$ cat src/rtl/lcd_fetch_ctrl.sv
// lcd_fetch_ctrl
//   Sequences LCD video fetches on the shared memory bus, one scanline at a time.
//   Per cell: attribute lo byte, attribute hi byte, then a font byte from one
//   of four font banks (lores0/lores1/hires0/hires1). Each cell is handed to the
//   line buffer over a valid/ready handshake.
//   Only video slots (clkcnt != 2) are used; slot 2 belongs to the Z80.
//   Optional feature macro: LCD_FETCH_BLANK_EN. When it is defined, a line
//   request with the LCD disabled runs a blank line without bus fetches.
module lcd_fetch_ctrl #(
    parameter int NCOL = 106
) (
    input  logic        mck,
    input  logic        rin_n,
    input  logic [1:0]  clkcnt,
    input  logic        lcdon,
    input  logic [12:0] pb0w,
    input  logic [9:0]  pb1w,
    input  logic [8:0]  pb2w,
    input  logic [10:0] pb3w,
    input  logic [10:0] sbrw,
    input  logic [7:0]  vid_cdo,
    input  logic        line_req,
    input  logic        frame_start,
    output logic [21:0] va,
    output logic        pix_valid,
    input  logic        pix_ready,
    output logic [7:0]  pix_data,
    output logic [4:0]  pix_attr,
    output logic        pix_last,
    output logic        busy,
    output logic        line_done,
    output logic        frame_done,
    output logic        ovr
);

    localparam logic [2:0] S_IDLE = 3'd0;
    localparam logic [2:0] S_ALO  = 3'd1;
    localparam logic [2:0] S_AHI  = 3'd2;
    localparam logic [2:0] S_FNT  = 3'd3;
    localparam logic [2:0] S_EMIT = 3'd4;

    localparam logic [6:0] LAST_COL = 7'(NCOL - 1);

    logic [2:0]  state;
    logic [6:0]  col;
    logic [2:0]  row;
    logic [2:0]  scan;
    logic        fs_pend;
    logic        blank;
    logic [7:0]  attr_lo;
    logic [7:0]  attr_hi;
    logic [21:0] va_q;

    logic        video_slot;
    logic        fetching;
    logic        start_line;
    logic        start_blank;
    logic        accept;
    logic        last_col;
    logic        line_end;
    logic        fs_apply;
    logic        hrs;
    logic [9:0]  code10;
    logic [8:0]  code9;
    logic [21:0] attr_addr;
    logic [21:0] font_addr;
    logic [4:0]  attr_dec;

    assign video_slot = (clkcnt != 2'd2);
    assign busy       = (state != S_IDLE);
    assign fetching   = (state == S_ALO) || (state == S_AHI) || (state == S_FNT);
    assign accept     = (state == S_EMIT) && pix_ready;
    assign last_col   = (col == LAST_COL);
    assign line_end   = accept && last_col;
    assign fs_apply   = fs_pend || frame_start;

`ifdef LCD_FETCH_BLANK_EN
    assign start_line  = (state == S_IDLE) && line_req;
    assign start_blank = !lcdon;
`else
    assign start_line  = (state == S_IDLE) && line_req && lcdon;
    assign start_blank = 1'b0;
`endif

    // Attribute fields and font bank selection
    assign hrs    = attr_hi[5];
    assign code10 = {attr_hi[1:0], attr_lo};
    assign code9  = {attr_hi[0], attr_lo};

    always_comb begin
        font_addr = '0;
        if (hrs) begin
            if (code10 >= 10'h300)
                font_addr = {pb3w, attr_lo, scan};
            else
                font_addr = {pb2w, code10, scan};
        end else begin
            if (code9 >= 9'h1C0)
                font_addr = {pb0w, code9[5:0], scan};
            else
                font_addr = {pb1w, code9, scan};
        end
    end

    // Hires cells carry no rev/flash/grey/ul
    assign attr_dec  = hrs ? 5'b10000 : {1'b0, attr_hi[4:1]};
    assign attr_addr = {sbrw, row, col, (state == S_AHI)};

    // Video address: live during fetches, otherwise the last fetch address
    always_comb begin
        va = va_q;
        if (state == S_FNT)
            va = font_addr;
        else if (fetching)
            va = attr_addr;
    end

    assign pix_valid = (state == S_EMIT);
    assign pix_last  = (state == S_EMIT) && last_col;

    // Fetch sequencer and column counter
    always_ff @(posedge mck or negedge rin_n) begin
        if (!rin_n) begin
            state <= S_IDLE;
            col   <= '0;
            blank <= 1'b0;
        end else begin
            case (state)
                S_IDLE: begin
                    if (start_line) begin
                        col   <= '0;
                        blank <= start_blank;
                        state <= start_blank ? S_EMIT : S_ALO;
                    end
                end
                S_ALO:  if (video_slot) state <= S_AHI;
                S_AHI:  if (video_slot) state <= S_FNT;
                S_FNT:  if (video_slot) state <= S_EMIT;
                S_EMIT: begin
                    if (pix_ready) begin
                        if (last_col) begin
                            state <= S_IDLE;
                        end else begin
                            col   <= col + 7'd1;
                            state <= blank ? S_EMIT : S_ALO;
                        end
                    end
                end
                default: state <= S_IDLE;
            endcase
        end
    end

    // Bus data capture at the edge ending each video slot
    always_ff @(posedge mck or negedge rin_n) begin
        if (!rin_n) begin
            attr_lo  <= '0;
            attr_hi  <= '0;
            pix_data <= '0;
            pix_attr <= '0;
        end else begin
            if (start_line && start_blank) begin
                pix_data <= '0;
                pix_attr <= '0;
            end
            if (video_slot) begin
                if (state == S_ALO) attr_lo <= vid_cdo;
                if (state == S_AHI) attr_hi <= vid_cdo;
                if (state == S_FNT) begin
                    pix_data <= vid_cdo;
                    pix_attr <= attr_dec;
                end
            end
        end
    end

    // Hold register for the address shown in IDLE/EMIT
    always_ff @(posedge mck or negedge rin_n) begin
        if (!rin_n)
            va_q <= '0;
        else if (fetching)
            va_q <= va;
    end

    // Row/scan counters, pending frame restart and status pulses.
    // A frame_start seen on the final accept edge counts as pending.
    always_ff @(posedge mck or negedge rin_n) begin
        if (!rin_n) begin
            row        <= '0;
            scan       <= '0;
            fs_pend    <= 1'b0;
            line_done  <= 1'b0;
            frame_done <= 1'b0;
            ovr        <= 1'b0;
        end else begin
            line_done  <= line_end;
            frame_done <= line_end && !fs_apply && (row == 3'd7) && (scan == 3'd7);
            ovr        <= line_req && busy;
            if (state == S_IDLE) begin
                fs_pend <= 1'b0;
                if (frame_start) begin
                    row  <= '0;
                    scan <= '0;
                end
            end else if (line_end) begin
                fs_pend <= 1'b0;
                if (fs_apply) begin
                    row  <= '0;
                    scan <= '0;
                end else begin
                    scan <= scan + 3'd1;
                    if (scan == 3'd7)
                        row <= row + 3'd1;
                end
            end else if (frame_start) begin
                fs_pend <= 1'b1;
            end
        end
    end

endmodule

$ cat config.mk
export PLATFORM = sky130hd
export DESIGN_NAME = lcd_fetch_ctrl
export DESIGN_NICKNAME = d
export VERILOG_FILES = /design/src/rtl/lcd_fetch_ctrl.sv
export SDC_FILE = /design/constraint.sdc
export NUM_CORES = 1
export LEC_CHECK = 0
export ABC_AREA = 1
export CAP_MARGIN = 20
export CORE_MARGIN = 2
export CORE_UTILIZATION = 43
export DETAILED_ROUTE_END_ITERATION = 6
export PLACE_DENSITY_LB_ADDON = 0.2
export SLEW_MARGIN = 20
export SYNTH_ARGS = -nofsm -noshare
export SYNTH_HDL_FRONTEND = slang
export SYNTH_SLANG_ARGS = --single-unit
$ cat constraint.sdc
create_clock -name mck -period 1.25 [get_ports mck]
set_input_delay 0.1875 -clock mck [delete_from_list [all_inputs] [get_ports mck]]
set_output_delay 0.1875 -clock mck [all_outputs]
set_load 0.01 [all_outputs]
### Word level (Yosys, flattened, before mapping)

Cells that the tools add are included.
W data, S select, Z words.

* register bits: 69
* input bits: 70
* output and inout bits: 41
* logic and storage cells: 87

* $add $sub $neg: 3
* magnitude comparators: 2
* eq/ne operators: 15
* mux-type cells: 28
* reduce and logical (&&, ||, !) cells: 26

Operators with widths (count)
* $mux W22: 5
* $mux W3: 13
* $mux W7: 3
* $pmux W3 S5: 1
* $ne A2 B2 Y1 const B: 7
* $pmux W7 S2: 1
* $ge A10 B10 Y1 const B: 1
* $eq A3 B3 Y1 const B: 3
* $ge A9 B9 Y1 const B: 1
* $logic_and A1 B1 Y1: 9
* $reduce_bool A3 Y1: 3
* $reduce_and A2 Y1: 4
* $add A7 B1 Y7 const B: 1
* $eq A7 B7 Y1 const B: 1
* $add A3 B1 Y3 const B: 2
* $eq A3 B2 Y1 const B: 2
* $mux W5: 1
* $reduce_and A5 Y1: 1
* $mux W1: 4
* $reduce_and A4 Y1: 1
* $reduce_bool A2 Y1: 2
* $eq A3 B1 Y1 const B: 1
* $logic_not A3 Y1: 1
* $logic_or A1 B1 Y1: 3
* other kinds (3): 3

### Depth between registers and ports, before layout

Gate-level depths: netlist (run 1).

* word-level depth: 6
* mapped depth: 10
* depth with buffers taken out: 10

### Worst setup path after synthesis (run 1)

Ideal clock, no wire load.

* path type: register -> output
* start point: register state[1]
* end point: output va[9]
* data arrival time: 1.247 ns
* slack: -0.185 ns
* stages on the path, launching flop included: 8
* path buffers: 1
* cell sequence: dfrtp_1 > inv_2 > nor2_2 > nand2_2 > inv_2 > buf_4 > o31ai_1 > o21ai_0

* longest elaborated chain between the ends: 5
* elaborated cells between the ends (all ways): 7
* classes of those cells: 3 x eq/ne; 2 x mux; 2 x reduce/logical

RTL lines
* from (decl): RTL line 44 `logic [2:0] state;`
* from (signal assigned): RTL line 133 `state <= start_blank ? S_EMIT : S_ALO;`
* from (signal assigned): RTL line 145 `state <= blank ? S_EMIT : S_ALO;`
* $eq A3 B1 Y1 or $eq A3 B2 Y1 (tied branches): RTL line 71 `assign fetching = (state == S_ALO) || (state == S_AHI) || (state == S_FNT);`
* $logic_or A1 B1 Y1 (2 in series): RTL line 71
* $mux W22: RTL line 114 `else if (fetching)`
* $mux W22 *: RTL line 112 `if (state == S_FNT)`
* to (decl): RTL line 24 `output logic [21:0] va,`

Every way passes the cells marked *; elsewhere a longest branch is shown, timed or not.

### Worst setup path after layout (run 1)

* start point: register state[1]
* end point: output va[12]

Same word-level chain as after synthesis.

==> results.py, run 1 <==
metrics = {
    "placement": {
        "place_area_um2": 5760,
        "dp_hpwl_um": 8310,
        "io_buffers": 110,
        "gp_congestion": 0.825,
    },
    "timing": {
        "worstMarginPinSlew_ps": 485,
        "finalCritPeriodShare": 1.58,
        "fmax_mhz": 505,
        "rsz0062_at_grt": "yes",
        "relSlewSlack": 0.677,
        "setup_tns_ps": -30450,
        "setup_viol": 94,
        "setup_slack_ps": -730,
        "hold_viol": 0,
        "fin_crit_ps": 1980,
        "maxSlewViolCount": 0,
        "fin_worst_skew_ps": 10.5,
    },
    "detailed_routing": {
        "wl_um": 14500,
        "drt_first_pass_iters": 4,
        "vias_per_cell": 5.26,
        "drt_iter0_drc": 179,
        "routedWlPerCell_um": 17.5,
        "vias": 4354,
        "postRouteAntennaNets": 0,
        "drcViolationCount": 0,
    },
    "yosys": {
        "yosysSeqAreaShare": 0.445,
        "synth_nets": 589,
        "ys_warn_count": 0,
        "yosysUniqueCellTypes": 34,
        "syn-instance-count": 513,
        "avgSynthCellArea_um2": 7.56,
        "ys_seq_elements": 69,
        "synth_area_um2": 3880,
    },
    "critical_path": {
        "crit_fanout": 12,
        "cpPeakStageDelay_ps": 420,
        "startpoint_type": "flop",
        "arrival_ps": 1790,
        "cp_common_cell": "inv_1",
        "crit_path_end_kind": "primary output",
        "cp_slowest_cell": "dfrtp_1",
        "crit_type": "flop to primary output",
        "critPathRequiredTime_ps": 1060,
        "crit_chain": "inv_2, nor2_4, nand2_4, inv_4, buf_12, o21ai_2, inv_1, nand2_1, nand2_2, inv_1, buf_2",
    },
    "floorplan": {
        "die_w_um": 98.9,
        "pin_count": 111,
        "coreArea_um2": 8720,
        "rows": 34,
        "die_area_um2": 9790,
        "die_y_um": 98.9,
        "initial_core_util": 0.444,
    },
    "grt": {
        "grt_max_degree": 70,
        "grt_overflow": 0,
        "grt_pass1_wl_um": 21300,
        "first_global_vias": 4399,
        "antenna_found_initial": 0,
        "track_usage": 0.277,
    },
    "clocking": {
        "clk_path_buf_depth": 2,
        "root_buffer": "clkbuf_8",
        "cts_tree": "yes",
        "clock-sinks": 69,
        "path_clk_slew_ps": 80,
        "ctsHtreeMaxLevel": 3,
        "worstSkewPairLatency_ps": 350,
        "cts_buffers": 9,
    },
    "finish": {
        "diodes": 0,
        "postLayoutCoreUtil": 0.783,
        "nets": 791,
        "synthToLayoutAreaGrowth_pct": 76.1,
        "layout_common_cells": "nand2_1, clkdlybuf4s50_1, dfrtp_1",
        "drive_gt1_frac": 0.468,
        "final_common_cell": "nand2_1",
        "fin_area_um2": 6830,
    },
    "run_status": {
        "status": "finished with violations",
        "violations": "negative setup slack",
    },
    "power": {
        "peakVddDrop_mv": 1.32,
        "p_per_area_nw_per_um2": 2540,
        "p_leak_nw": 3.34,
    },
    "job": {
        "cap_violations": 0,
    },
    "min_path": {
        "holdCritPathClass": "input port to asynchronous set/reset pin",
    },
}
-- metal layers --
metal,track usage,part of all wire,up-vias
met4,0.132,0.044,0
met5,0,0,-
li1,-,-,2057
met1,0.324,0.38,2075
met2,0.485,0.52,173
met3,0.0546,0.055,49
-- cell families (layout without fill, tap and decap cells) --
| group | Yosys count | after routing | synth area share |
|---|---|---|---|
| simple gates | 268 | 270 | 0.294 |
| compound gates | 97 | 97 | 0.148 |
| buf+inv | 71 | 276 | 0.0878 |
| flops | 69 | 69 | 0.445 |
| fa+ha+maj | 6 | 6 | 0.0194 |
| xor+xnor | 2 | 2 | 0.00452 |
-- Yosys cell counts (all sizes together) --
master / instances / area (um2)
o211ai: 1 / 7.51
nor2: 66 / 278
clkbuf: 3 / 11.3
or2: 3 / 18.8
o2111ai: 1 / 8.76
nor4: 1 / 6.26
ha: 6 / 75.1
a21oi: 47 / 258
nand4: 9 / 56.3
xor2: 2 / 17.5
o31ai: 1 / 7.51
nand2: 169 / 677
clkinv: 2 / 8.75
inv: 49 / 184
o21bai: 1 / 7.51
o21ai: 46 / 287
buf: 17 / 136
dfrtp: 69 / 1730
nand3: 20 / 105
-- report_power, final --
part / internal (mW) / leakage [nW] / switching [mW]
sequential: 3.08 / 0.881 / 0.645
combinational: 5.31 / 2.35 / 6.20
clock: 1.13 / 0.110 / 0.969
total: 9.53 / 3.34 / 7.81
-- layout make-up --
class / count / area [um2]
sequential: 69 / 1730
inverter: 51 / 209
tap: 108 / 135
clock inverter: 7 / 98.8
clock buffer: 9 / 124
multi-input combinational: 375 / 2520
fill: 550 / 1890
timing repair buffer: 209 / 2010
-- final timing paths --
path	start	end	slack, ps	cells past startpoint
setup / recovery	state[1]	va[12]	-730	11
min in group mck	line_req	ovr	380	3
hold reg to reg	pix_data[5]	pix_data[5]	500	2
max in group asynchronous	rin_n	state[0]	560	3
hold / removal	rin_n	col[3]	380	3
setup reg to reg	state[1]	va_q[12]	-560	15
-- flip-flops by register name, summed over array words and instances, names as in the netlist, 3 cells and up --
| name | flops |
|---|---|
| row | 3 |
| attr_hi | 6 |
| col | 7 |
| state | 3 |
| pix_attr | 5 |
| scan | 3 |
| attr_lo | 8 |
| pix_data | 8 |
| va_q | 22 |
-- stage by stage --
stage / worst slack [ps] / power, mW / hold WS [ps] / cells
2_1_floorplan: -97.6 / 8.03 / -108 / 513
3_3_place_gp: -616 / 11.8 / 236 / 788
3_5_place_dp: -640 / 12.0 / 244 / 788
4_1_cts: -611 / 15.6 / 359 / 822
5_1_grt: -826 / 18.2 / 401 / 828
6_report: -730 / 17.3 / 375 / 828
-- worst max-delay path, delay by kind of cell, from the launching register on --
kind / cells / cell delay [ps]
buf+inv: 6 / 550
flops: 1 / 420
simple gates: 4 / 410
compound gates: 1 / 50
-- timing repair --
item	4_1_cts	5_1_grt
buffers inserted	15	10
pin swaps	28	28
hold endpoints to repair	69	0
setup endpoints to repair	104	101
hold buffers	1	0
resized for setup	231	108
gates cloned	5	0
Note: power is estimated with default switching activity, not from simulation.
==> inputs of run 2 (changes only) <==
- MAX_ROUTING_LAYER: not set -> met4
- SKIP_CTS_REPAIR_TIMING: not set -> 1
==> run 2 against run 1 <==
Power shrank 5.5%. Sequential cell count is the same. Critical path type unchanged. Die area unchanged. Combinational power fell by 7%. Sequential power down 3%. Utilization shrank 0.32 points. Final cell count fell by 0.24%. Worst setup slack better by 12 ps. Non-clock buffer count decreased by 1. The run still ends with negative setup slack left. Critical endpoint is now va[9]. Clock-buffer cell count did not move. Worst hold slack worse by 3.2 ps.
==> results.py, run 2 (synthesized netlist as in run 1, its figures left out) <==
metrics = {
    "floorplan": {
        "pin_count": 111,
        "die_y_um": 98.9,
        "die_area_um2": 9790,
        "rows": 34,
        "die_w_um": 98.9,
        "initial_core_util": 0.444,
        "coreArea_um2": 8720,
    },
    "clocking": {
        "worstSkewPairLatency_ps": 350,
        "ctsHtreeMaxLevel": 3,
        "cts_buffers": 9,
        "root_buffer": "clkbuf_8",
        "path_clk_slew_ps": 80,
        "cts_tree": "yes",
        "clk_path_buf_depth": 2,
        "clock-sinks": 69,
    },
    "critical_path": {
        "critPathRequiredTime_ps": 1060,
        "worstRegToRegCells": 11,
        "cpPeakStageDelay_ps": 410,
        "cp_slowest_cell": "dfrtp_1",
        "crit_path_end_kind": "primary output",
        "crit_chain": "inv_2, nor2_4, nand2_4, inv_6, clkbuf_16, o31ai_4, o21ai_1, buf_2",
        "crit_type": "flop to primary output",
        "crit_fanout": 6,
        "startpoint_type": "flop",
        "arrival_ps": 1780,
    },
    "finish": {
        "final_cell_count_no_fill": 826,
        "drive_gt1_frac": 0.437,
        "diodes": 0,
        "fillCellCount": 530,
        "largest_reg_flops": 22,
        "nets": 789,
        "fin_area_um2": 6800,
        "layout_common_cells": "nand2_1, clkdlybuf4s50_1, dfrtp_1",
        "synthToLayoutAreaGrowth_pct": 75.4,
        "reg_top3": "va_q x22, attr_lo x8, pix_data x8",
        "regMostFlops": "va_q",
        "postLayoutCoreUtil": 0.780,
        "final_common_cell": "nand2_1",
    },
    "power": {
        "p_leak_nw": 3.43,
        "p_per_area_nw_per_um2": 2410,
        "total_power_mw": 16.4,
        "peakVddDrop_mv": 1.27,
    },
    "grt": {
        "track_usage": 0.242,
        "grt_pass1_wl_um": 18500,
        "first_global_vias": 4057,
        "antenna_found_initial": 0,
        "grt_max_degree": 70,
        "grt_overflow": 0,
    },
    "detailed_routing": {
        "routedWlPerCell_um": 16.5,
        "drcViolationCount": 0,
        "vias": 4308,
        "drt_iter0_drc": 128,
        "wl_um": 13600,
        "postRouteAntennaNets": 0,
        "vias_per_cell": 5.22,
        "drt_first_pass_iters": 4,
    },
    "timing": {
        "fmax_mhz": 508,
        "rsz0062_at_grt": "yes",
        "fin_crit_ps": 1970,
        "worstMarginPinSlew_ps": 370,
        "hold_viol": 0,
        "setup_slack_ps": -719,
        "relSlewSlack": 0.753,
        "fin_worst_skew_ps": 4.41,
        "finalCritPeriodShare": 1.58,
        "maxSlewViolCount": 0,
        "setup_tns_ps": -28790,
        "setup_viol": 94,
    },
    "min_path": {
        "holdCritPathClass": "input port to asynchronous set/reset pin",
    },
    "placement": {
        "place_area_um2": 5760,
        "placed_cells": 788,
        "gp_congestion": 0.838,
        "io_buffers": 110,
        "dp_hpwl_um": 8310,
    },
    "run_status": {
        "status": "finished with violations",
        "violations": "negative setup slack",
    },
    "job": {
        "cap_violations": 0,
    },
}
run 2: cell types whose count changed in the layout (fill, tap and decap cells not counted), moves of 5 or more:
| cell | delta |
|---|---|
| o21ai_2 | -8 |
| buf_6 | -6 |
| dlymetal6s2s_1 | +16 |
| nand2_1 | +21 |
| nand2_4 | -8 |
| o21ai_1 | +9 |
| nand2_2 | -14 |
| a21oi_2 | +11 |
| clkdlybuf4s15_1 | -6 |
| a21oi_4 | -5 |
| a21oi_1 | -6 |
| dlygate4sd2_1 | -10 |
| nor2_2 | -5 |
run 2: critical path, delay by kind of cell (launching register included):
| kind | cells | cell delay [ps] |
|---|---|---|
| simple gates | 2 | 240 |
| flops | 1 | 410 |
| buf+inv | 4 | 540 |
| compound gates | 2 | 240 |
run 2: final timing paths:
check,from,end,slack [ps]
worst max-delay path,state[1],va[9],-720
worst min-delay path,rin_n,col[3],370
worst max register to register,state[0],row[1],-350
worst min register to register,attr_hi[4],pix_attr[3],490
max in group asynchronous,rin_n,attr_hi[0],560
min in group mck,line_req,ovr,410
run 2: area by class of cell:
| type | instances | area (um2) | share of cell area |
|---|---|---|---|
| Multi-Input combinational cell | 374 | 2450 | 0.361 |
| Clock buffer | 9 | 124 | 0.0182 |
| Tap cell | 108 | 135 | 0.0199 |
| Inverter | 51 | 219 | 0.0322 |
| Sequential cell | 69 | 1730 | 0.255 |
| Timing Repair Buffer | 208 | 2040 | 0.300 |
| Clock inverter | 7 | 98.8 | 0.0145 |
run 2: where the power goes:
group,internal (mW),switching [mW]
combinational,4.93,5.77
clock,1.13,0.955
sequential,3.07,0.517
total,9.14,7.24
run 2: metrics by stage:
stage	hold slack (ps)	worst slack [ps]
final	372	-719
after global routing	418	-753
after CTS	-139	-1020
after detailed placement	244	-640
after global placement	236	-616
after floorplan	-108	-97.6
run 2: layer usage:
| layer | vias to the layer above | global-route usage | share of wire |
|---|---|---|---|
| met5 | - | - | 0 |
| met4 | 0 | 0.0832 | 0.029 |
| met3 | 36 | 0.0383 | 0.053 |
| met2 | 144 | 0.410 | 0.52 |
| met1 | 2077 | 0.296 | 0.40 |
| li1 | 2051 | - | - |
